$ cat config.mk
export PLATFORM = sky130hd
export DESIGN_NAME = dist_sample_stats
export DESIGN_NICKNAME = d
export VERILOG_FILES = /design/src/rtl/dist_sample_stats.sv
export SDC_FILE = /design/constraint.sdc
export NUM_CORES = 1
export LEC_CHECK = 0
export ABC_AREA = 0
export BUFFER_PORTS_ARGS = -buffer_cell sky130_fd_sc_hd__buf_2
export CAP_MARGIN = 10
export CORE_AREA = 2 2 196 198
export CTS_CLUSTER_SIZE = 16
export DETAILED_ROUTE_END_ITERATION = 12
export DIE_AREA = 0 0 198 200
export GPL_TIMING_DRIVEN = 0
export PLACE_DENSITY = 0.52
export SLEW_MARGIN = 20
export SYNTH_ARGS = -nofsm -noshare
export SYNTH_HDL_FRONTEND = slang
export SYNTH_SLANG_ARGS = --single-unit
$ cat constraint.sdc
create_clock -name clk -period 8.4 [get_ports clk]
set_clock_uncertainty 0.1 [all_clocks]
set_input_delay 0.84 -clock clk [delete_from_list [all_inputs] [get_ports clk]]
set_output_delay 0.84 -clock clk [all_outputs]
set_load 0.01 [all_outputs]
$ cat src/rtl/dist_sample_stats.sv
// Windowed min/max/sum/mean of a signed 32-bit sample stream, reported through a held valid/ready handshake.
// Optional macro DIST_STATS_SUMSQ_EN adds a stat_sumsq output (sum of squares over the window).
module dist_sample_stats #(
  parameter int WINDOW_LOG2 = 4,
  parameter int SUM_W       = 32 + WINDOW_LOG2
) (
  input  logic                   clk,
  input  logic                   rst,
  input  logic                   clear,
  input  logic [31:0]            sample_in,
  input  logic                   sample_valid,
  output logic                   sample_ready,
  input  logic                   stats_ready,
  output logic                   stats_valid,
  output logic [31:0]            stat_min,
  output logic [31:0]            stat_max,
  output logic [SUM_W-1:0]       stat_sum,
  output logic [31:0]            stat_mean,
  output logic [WINDOW_LOG2:0]   sample_count,
  output logic                   busy
`ifdef DIST_STATS_SUMSQ_EN
  ,
  output logic [64+WINDOW_LOG2-1:0] stat_sumsq
`endif
);

  localparam int N = 1 << WINDOW_LOG2;
  localparam logic [WINDOW_LOG2:0] CNT_FULL = (WINDOW_LOG2 + 1)'(N);

  typedef enum logic [1:0] {
    IDLE   = 2'd0,
    ACCUM  = 2'd1,
    REPORT = 2'd2
  } state_t;

  state_t                   state_q;
  logic signed [31:0]       samp;
  logic signed [31:0]       min_q, max_q, min_d, max_d;
  logic signed [SUM_W-1:0]  sum_q, sum_d, samp_ext;
  logic [WINDOW_LOG2:0]     cnt_q, cnt_d;
  logic signed [31:0]       rmin_q, rmax_q, rmean_q;
  logic signed [SUM_W-1:0]  rsum_q;
  logic                     first, accept;

  assign samp         = sample_in;
  assign sample_ready = (state_q != REPORT) && !clear;
  assign accept       = sample_valid && sample_ready;
  assign first        = (state_q == IDLE);

  // In IDLE the incoming sample seeds the running values instead of merging into them.
  always_comb begin
    samp_ext = {{(SUM_W - 32){samp[31]}}, samp};
    min_d    = (!first && (min_q < samp)) ? min_q : samp;
    max_d    = (!first && (max_q > samp)) ? max_q : samp;
    sum_d    = (first ? '0 : sum_q) + samp_ext;
    cnt_d    = first ? (WINDOW_LOG2 + 1)'(1) : cnt_q + (WINDOW_LOG2 + 1)'(1);
  end

`ifdef DIST_STATS_SUMSQ_EN
  logic signed [63:0]          sq;
  logic [64+WINDOW_LOG2-1:0]   sumsq_q, sumsq_d, rsumsq_q;

  always_comb begin
    sq      = 64'(samp) * 64'(samp);
    sumsq_d = (first ? '0 : sumsq_q) + {{WINDOW_LOG2{1'b0}}, sq};
  end

  always_ff @(posedge clk or posedge rst) begin
    if (rst) begin
      sumsq_q  <= '0;
      rsumsq_q <= '0;
    end else if (!clear && accept) begin
      sumsq_q <= sumsq_d;
      if (cnt_d == CNT_FULL) rsumsq_q <= sumsq_d;
    end
  end

  assign stat_sumsq = rsumsq_q;
`endif

  always_ff @(posedge clk or posedge rst) begin
    if (rst) begin
      state_q <= IDLE;
      min_q   <= '0;
      max_q   <= '0;
      sum_q   <= '0;
      cnt_q   <= '0;
      rmin_q  <= '0;
      rmax_q  <= '0;
      rsum_q  <= '0;
      rmean_q <= '0;
    end else if (clear) begin
      state_q <= IDLE;
      cnt_q   <= '0;
    end else begin
      unique case (state_q)
        IDLE, ACCUM: begin
          if (accept) begin
            min_q <= min_d;
            max_q <= max_d;
            sum_q <= sum_d;
            cnt_q <= cnt_d;
            if (cnt_d == CNT_FULL) begin
              rmin_q  <= min_d;
              rmax_q  <= max_d;
              rsum_q  <= sum_d;
              rmean_q <= 32'(sum_d >>> WINDOW_LOG2);
              state_q <= REPORT;
            end else begin
              state_q <= ACCUM;
            end
          end
        end
        REPORT: begin
          if (stats_ready) begin
            state_q <= IDLE;
            cnt_q   <= '0;
          end
        end
        default: state_q <= IDLE;
      endcase
    end
  end

  assign stats_valid  = (state_q == REPORT);
  assign busy         = (state_q != IDLE);
  assign sample_count = cnt_q;
  assign stat_min     = rmin_q;
  assign stat_max     = rmax_q;
  assign stat_sum     = rsum_q;
  assign stat_mean    = rmean_q;

endmodule

# [After elaboration in Yosys (flattened, before gate mapping)]
# Cells that the tools add are included.
[totals] reg_bits=239 in_bits=37 out_inout_bits=140 word_cells=47
[classes] add_sub_neg=2 n_lt_le_gt_ge=2 n_eq_ne=6 muxes=13 bitwise_logic=1 reduce_logical=14
[op_table] op="$mux 32" count=2
[op_table] op="$add 36x36->36" count=1
[op_table] op="$mux 36" count=1
[op_table] op="$gt 32x32->1" count=1
[op_table] op="$lt 32x32->1" count=1
[op_table] op="$mux 5" count=4
[op_table] op="$pmux 5 s2" count=1
[op_table] op="$mux 2" count=4
[op_table] op="$ne 3x3->1 const B" count=2
[op_table] op="$reduce_and 3->1" count=2
[op_table] op="$add 5x1->5 const B" count=1
[op_table] op="$eq 5x5->1 const B" count=1
[op_table] op="$logic_and 1x1->1" count=4
[op_table] op="$pmux 2 s2" count=1
[op_table] op="$reduce_and 4->1" count=1
[op_table] op="$reduce_bool 3->1" count=1
[op_table] op="$eq 2x1->1 const B" count=1
[op_table] op="$eq 2x2->1 const B" count=1
[op_table] op="$logic_not 1->1" count=2
[op_table] op="$logic_not 2->1" count=1
[op_table] op="$ne 2x2->1 const B" count=1
[op_table] op="$reduce_and 2->1" count=1
[op_table] op="$reduce_bool 2->1" count=1
[op_table] op="$reduce_or 2->1" count=1
[op_table] op="$not 1->1" count=1

# [Longest topological paths before layout]
# Gate-level depths: netlist (run 1).
[depth] ltp_word=7 depth_mapped=15

# [Worst setup path before layout (run 1)]
# OpenSTA, ideal clock, no wires.
[synth_timing] kind="register to register" startpoint="register state_q[0]" endpoint="register rmean_q[14], in the netlist stat_mean[14]" t_arrival_ns=3.250 t_required_ns=8.171 path_slack_ns=4.921 path_stages_with_launch=15 path_buffers=1 path_cell_list="dfrtp_1 > nor2_1 > inv_1 > clkbuf_1 > and2_1 > ha_1 > fa_1 > a21o_1 > a221o_2 > a211oi_2 > o21ai_1 > a41o_1 > a21oi_1 > xnor2_1 > o21ai_1"
[synth_via] elab_chain_len=4 word_cells_on_any_way=11 classes_between="add/sub (1); eq/ne (3); mux (2); reduce/logical (5)"
[synth_lines] element="start, declared" line="36" text="state_t state_q;"
[synth_lines] element="start signal, assigned" line="83" text="state_q <= IDLE;"
[synth_lines] element="start signal, assigned" line="93" text="state_q <= IDLE;"
[synth_lines] element="start signal, assigned" line="108" text="state_q <= REPORT;"
[synth_lines] element="branches (longest 4 deep; another with $add 36x36->36)"
[synth_lines] element="end signal, assigned" line="107" text="rmean_q <= 32'(sum_d >>> WINDOW_LOG2);"
[synth_lines] element="end, declared" line="41" text="logic signed [31:0] rmin_q, rmax_q, rmean_q;"
# Parallel ways; which one is timed is not known.
# A chain may end at the register's enable or synchronous reset.

# [Worst setup path in the final report (run 1)]
[layout_timing] startpoint="register state_q[0]" endpoint="register rmean_q[31], in the netlist stat_mean[31]"
# The elaborated chain is that of the path after synthesis.

==> qor.csv, run 1 <==
metric;value;unit
power_switching;994;uW
required;8.68;ns
cp_data_arrival_time;4.81;ns
slew_headroom;47.1;%
pwr-share-comb;26.4;%
cts_max_level;1;
num_vias;9515;
r2r_start;state_q[0];
yosysMostFrequentCell;dfrtp_1;
synthArstFlopShare;100;%
area_growth;20.0;%
gr-total-overflow;0;
yosysTopAreaCell;dfrtp_1;
period_share;54.0;%
drc_errors;0;
dpl_cell_area;13900;sq um
cap_violations;0;
first_iter_violations;520;
synth_common_cells;dfrtp_1, nand2_1, o21ai_0, ha_1, mux2i_1;
core_area;37400;sq um
final_util;39.4;%
clk_path_buf_depth;3;
synth_seq_cells;207;
synth_edf_count;0;
switching_share;30.7;%
cts_tree;built;
netlist_instances;1220;
grt_max_degree;101;
grt_usage;17.6;%
antenna_found_initial;1;
cp.buffers_inverters;4;
grt_pass1_vias;9526;
crit_type;flop to flop;
fin_ws;3.87;ns
drtPass1Iterations;5;
drt-total-wl;34700;microns
yosysWarnings;0;
min_path_type;primary input to async pin;
fill_cells;3781;
die_w;198;microns
setup_viol;0;
maxSlewViolCount;0;
multi_input_area;6400;sq um
cpPeakStageDelay;0.43;ns
clk_pin_slew;0.06;ns
post_drt_wl_per_cell;17.7;microns
crit_chain;nor2_1 > inv_1 > clkbuf_1 > clkbuf_1 > and2_1 > ha_1 > buf_2 > a21o_1 > a31o_2 > or3_1 > a21o_1 > nor2_1 > o221a_2 > xor2_1 > o21ai_1;
p_per_area;220;nW/um^2
synth_top_area_share;42.2;%
power.internal;2.24;mW
start_kind;flop;
pwr-share-clk;35.5;%
drive_above_1_share;23.5;%
placed_cells;1909;
synth_nets;1357;
post_cts_buffers;0;
clk_latency;0.53;ns
dp_hpwl;26700;microns
finalHoldViolCount;0;
max_freq;221;MHz
avgSynthCellArea;10.1;sq um
layout.cells.non_filler;1955;
endpoint_kind;flop;
holdBufCountCts;0;
ios;177;
drtAntennaViolNets;0;
path_delay_family;simple AND/OR/NAND/NOR gates;
gp_congestion;0.857;
rsz0062_at_grt;no;
cts_sinks;207;
netlist-cell-type-count;64;
nets;1562;
cts_root_buffer;clkbuf_16;
viasPerCell;4.87;
grt_pass1_wl;54200;microns
die_area;39600;sq um
die_y;200;microns
portBuffers;176;
vdd_drop_max;0.128;mV
finalCriticalPeriod;4.53;ns
final_area;14700;sq um
regArea;5180;sq um
row_count;71;
synthTopCellsByArea;dfrtp_1, ha_1, nand2_1, mux2i_1, o21ai_0;
power_frac_seq;38.1;%
status;finished clean;
syn_area;12300;sq um
crit_path_start;state_q[0];
dp_slack;3.92;ns
cts.repair.resized;0;
numCtsBuffers;25;
p_leak;7.57;nW
crit_fanout;10;
synth_seq_area_share;42.2;%
synth-main-ff-cell;dfrtp_1;
initial_core_util;32.9;%
worstMarginPinSlew;0.789;ns
cp_slowest_cell;dfrtp_1;
-- registers in the layout (all words and copies together) (netlist names) --
name,cells
state_q,2
stat_min,32
sample_count,5
stat_max,32
stat_sum,4
min_q,32
max_q,32
sum_q,36
stat_mean,32
-- worst register-to-register path, cell delays in order, from the launching register on --
cell      delay [ns]
dfrtp_1         0.43
nor2_1          0.43
inv_1           0.21
clkbuf_1        0.30
clkbuf_1        0.28
and2_1          0.21
ha_1            0.25
buf_2           0.17
a21o_1          0.21
a31o_2          0.25
or3_1           0.32
a21o_1          0.20
nor2_1          0.29
o221a_2         0.32
xor2_1          0.30
o21ai_1         0.10
-- area by class of cell --
class / count / area share (%)
Clock buffer: 34 / 4.81
Inverter: 43 / 1.15
Multi-Input combinational cell: 882 / 43.4
Clock inverter: 11 / 1.10
Tap cell: 511 / 4.34
Buffer: 88 / 3.73
Timing Repair Buffer: 178 / 6.35
Antenna cell: 1 / 0.0170
Sequential cell: 207 / 35.1
-- through the flow --
stage / hold slack, ns / setup TNS [ns] / total power, mW
3_3_place_gp: 0.354 / -211.15 / 2.09
6_report: 0.143 / 0 / 3.24
5_1_grt: 0.132 / 0 / 3.44
4_1_cts: 0.128 / 0 / 3.28
2_1_floorplan: 0.337 / 0 / 1.88
3_5_place_dp: 0.354 / 0 / 2.11
-- cells by family after synthesis --
logic type	count (synthesis)	synth area share, %
fa+ha+maj	100	10.2
xor+xnor	36	2.57
compound gates	308	15.3
mux	132	12.4
simple gates	306	11.5
flops	207	42.2
buf+inv	131	5.78
-- power groups by stage --
stage | registers, mW | clock network, mW | logic (mW)
2_1_floorplan | 1.22 | 0 | 0.660
3_3_place_gp | 1.25 | 0 | 0.843
3_5_place_dp | 1.25 | 0 | 0.861
4_1_cts | 1.23 | 1.18 | 0.866
5_1_grt | 1.25 | 1.22 | 0.965
6_report | 1.23 | 1.15 | 0.856
-- placed cells by master (no fill, tap or decap), types with 38 or more instances in the layout --
cell and instances:
a21oi_1 53, inv_1 42, dfrtp_1 207, buf_4 39, clkbuf_1 46, nand2_1 185, ha_1 99, buf_2 177
o21ai_1 38, o21ai_0 118, mux2i_1 66
-- routing by layer --
layer / up-vias / share of wire [%] / global-route usage [%] / wire [microns]
li1: 4692 / - / - / -
met1: 4585 / 47 / 24.3 / 16300
met2: 204 / 46 / 29.5 / 16000
met3: 34 / 5.1 / 2.62 / 1780
met4: 0 / 1.6 / 3.73 / 542
met5: - / 0 / 0 / 0
-- worst paths after layout --
check / to / slack (ns) / cells past startpoint
min reg2reg: sum_q[1] / 0.36 / 2
min in group clk: sum_q[1] / 0.36 / 2
max in group asynchronous: stat_mean[28] / 7.32 / 3
max reg2reg: stat_mean[31] / 3.87 / 15
min: max_q[18] / 0.14 / 2
max: stat_mean[31] / 3.87 / 15
(Power assumes the default switching activity.)
==> run 2: changes to the inputs <==
clock period = 4.4 ns   (was 8.4 ns; I/O delays follow)
==> qor.csv, run 2 (synthesis gave the netlist of run 1 again) <==
metric;value;unit;change
mostFrequentLayoutCells;dfrtp_1, nand2_1, buf_2;;
regArea;5180;sq um;unchanged
final_common_cell;dfrtp_1;;
ios;177;;unchanged
highest_layer;met4;;
finalCriticalPeriod;4.21;ns;-0.327 ns
final_area;14900;sq um;+1.2%
max_freq;238;MHz;+7.8%
initial_core_util;32.9;%;unchanged
multi_input_area;6400;sq um;+0.12%
fill_cells;3766;;-0.40%
slew_headroom;51.0;%;+3.9 points
dp_hpwl;27100;microns;+1.6%
worstMarginPinSlew;0.735;ns;-0.0542 ns
core_area;37400;sq um;unchanged
drtAntennaViolNets;0;;unchanged
placed_cells;1915;;+0.31%
drtPass1Iterations;5;;unchanged
cts_tree;built;;
maxSlewViolCount;0;;unchanged
die_y;200;microns;unchanged
whs_path_depth;2;;
die_w;198;microns;unchanged
first_iter_violations;399;;-23%
drt-total-wl;35000;microns;+1.0%
largest_reg_flops;36;;unchanged
finalHoldViolCount;0;;unchanged
cts_root_buffer;clkbuf_16;;
clk_pin_slew;0.06;ns;about the same
min_path_type;primary input to flop;;
final_util;39.9;%;+0.46 points
period_share;95.6;%;+42 points
dr_wl_met3;1650;microns;-7.4%
layout.cells.non_filler;1963;;+0.41%
largest_register;sum_q;;
endpoint_kind;flop;;
crit_fanout;10;;unchanged
vdd_drop_max;0.214;mV;+67%
row_count;71;;unchanged
drive_above_1_share;24.1;%;+0.58 points
portBuffers;176;;unchanged
status;finished clean;;
p_per_area;422;nW/um^2;+92%
area_growth;21.4;%;
grt_pass1_wl;55000;microns;+1.4%
die_area;39600;sq um;unchanged
drt-met1-wl;16700;microns;+2.5%
numCtsBuffers;25;;unchanged
p_leak;7.66;nW;+1.2%
start_kind;flop;;
r2r_cells;14;;-1
cts_sinks;207;;unchanged
viasPerCell;4.90;;+0.70%
clk_latency;0.52;ns;about the same
num_vias;9621;;+1.1%
grt_pass1_vias;9666;;+1.5%
cts_max_level;1;;unchanged
gr-total-overflow;0;;unchanged
setup_viol;0;;unchanged
drc_errors;0;;unchanged
rsz0062_at_grt;no;;
antenna_found_initial;1;;unchanged
cap_violations;0;;unchanged
grt_max_degree;31;;-69%
post_drt_wl_per_cell;17.8;microns;+0.60%
grt_usage;17.8;%;+0.17 points
crit_type;flop to flop;;
dr_wl_met2;16000;microns;-0.19%
required;4.68;ns;-4.00 ns
nets;1569;;+0.45%
gp_congestion;0.869;;+1.4%
dpl_cell_area;14000;sq um;+0.79%
cp_data_arrival_time;4.48;ns;-0.33 ns
clk_path_buf_depth;3;;unchanged
run 2: worst paths after layout:
check | to | slack, ns | from
min in group asynchronous | stat_min[22] | 0.26 | rst
setup / recovery | stat_mean[31] | 0.19 | state_q[0]
hold / removal | state_q[0] | 0.04 | sample_valid
max in group asynchronous | stat_mean[0] | 2.89 | rst
hold reg to reg | sum_q[26] | 0.37 | sum_q[26]
setup reg to reg | stat_mean[31] | 0.19 | state_q[0]
run 2: area by class of cell:
type,count,area share (%)
multi-input cells,882,42.9
flip-flops and latches,207,34.7
repair buffers,185,7.10
clock buffers,34,4.89
well taps,511,4.29
plain buffers,88,3.69
clock inverters,11,1.23
inverters,43,1.11
diodes,2,0.0336
run 2: worst max-delay path, cell delays in order (launching register included):
cell and delay, ns:
dfrtp_1 0.46, nor2_4 0.23, inv_1 0.14, clkbuf_2 0.24
clkbuf_1 0.26, and2_1 0.22, ha_1 0.26, clkbuf_1 0.30
nand4_1 0.23, a211o_1 0.27, a311oi_1 0.37, nor2_1 0.20
o221a_2 0.38, xor2_1 0.29, o21ai_1 0.09
run 2: stage by stage:
stage / setup slack (ns) / setup TNS (ns) / hold slack, ns / total power, mW
floorplan: 0.921 / 0 / 0.337 / 3.58
global placement: -0.372 / -73.15 / 0.354 / 3.99
detailed placement: -0.165 / -0.479 / 0.233 / 4.04
CTS: 0.0298 / 0 / 0.0222 / 6.37
global route: 0.00520 / 0 / 0.0372 / 6.67
finish: 0.195 / 0 / 0.0427 / 6.30
run 2: power breakdown:
group	internal, mW	leakage, nW	switching (mW)
clock network	1.45	0.455	0.849
logic	0.779	4.52	0.869
registers	2.16	2.68	0.192
total	4.39	7.66	1.91
run 2: per-layer routing:
layer | track usage, % | up-vias
met5 | 0 | -
met4 | 3.76 | 0
met3 | 2.62 | 48
met2 | 29.3 | 198
met1 | 25.0 | 4657
li1 | - | 4718
run 2: timing repair:
action | in CTS | in global routing
resized for setup | 2 | 2
hold endpoints to repair | 27 | 0
setup buffers | 0 | 0
hold buffers | 1 | 0
endpoints found under the setup margin | 13 | 8
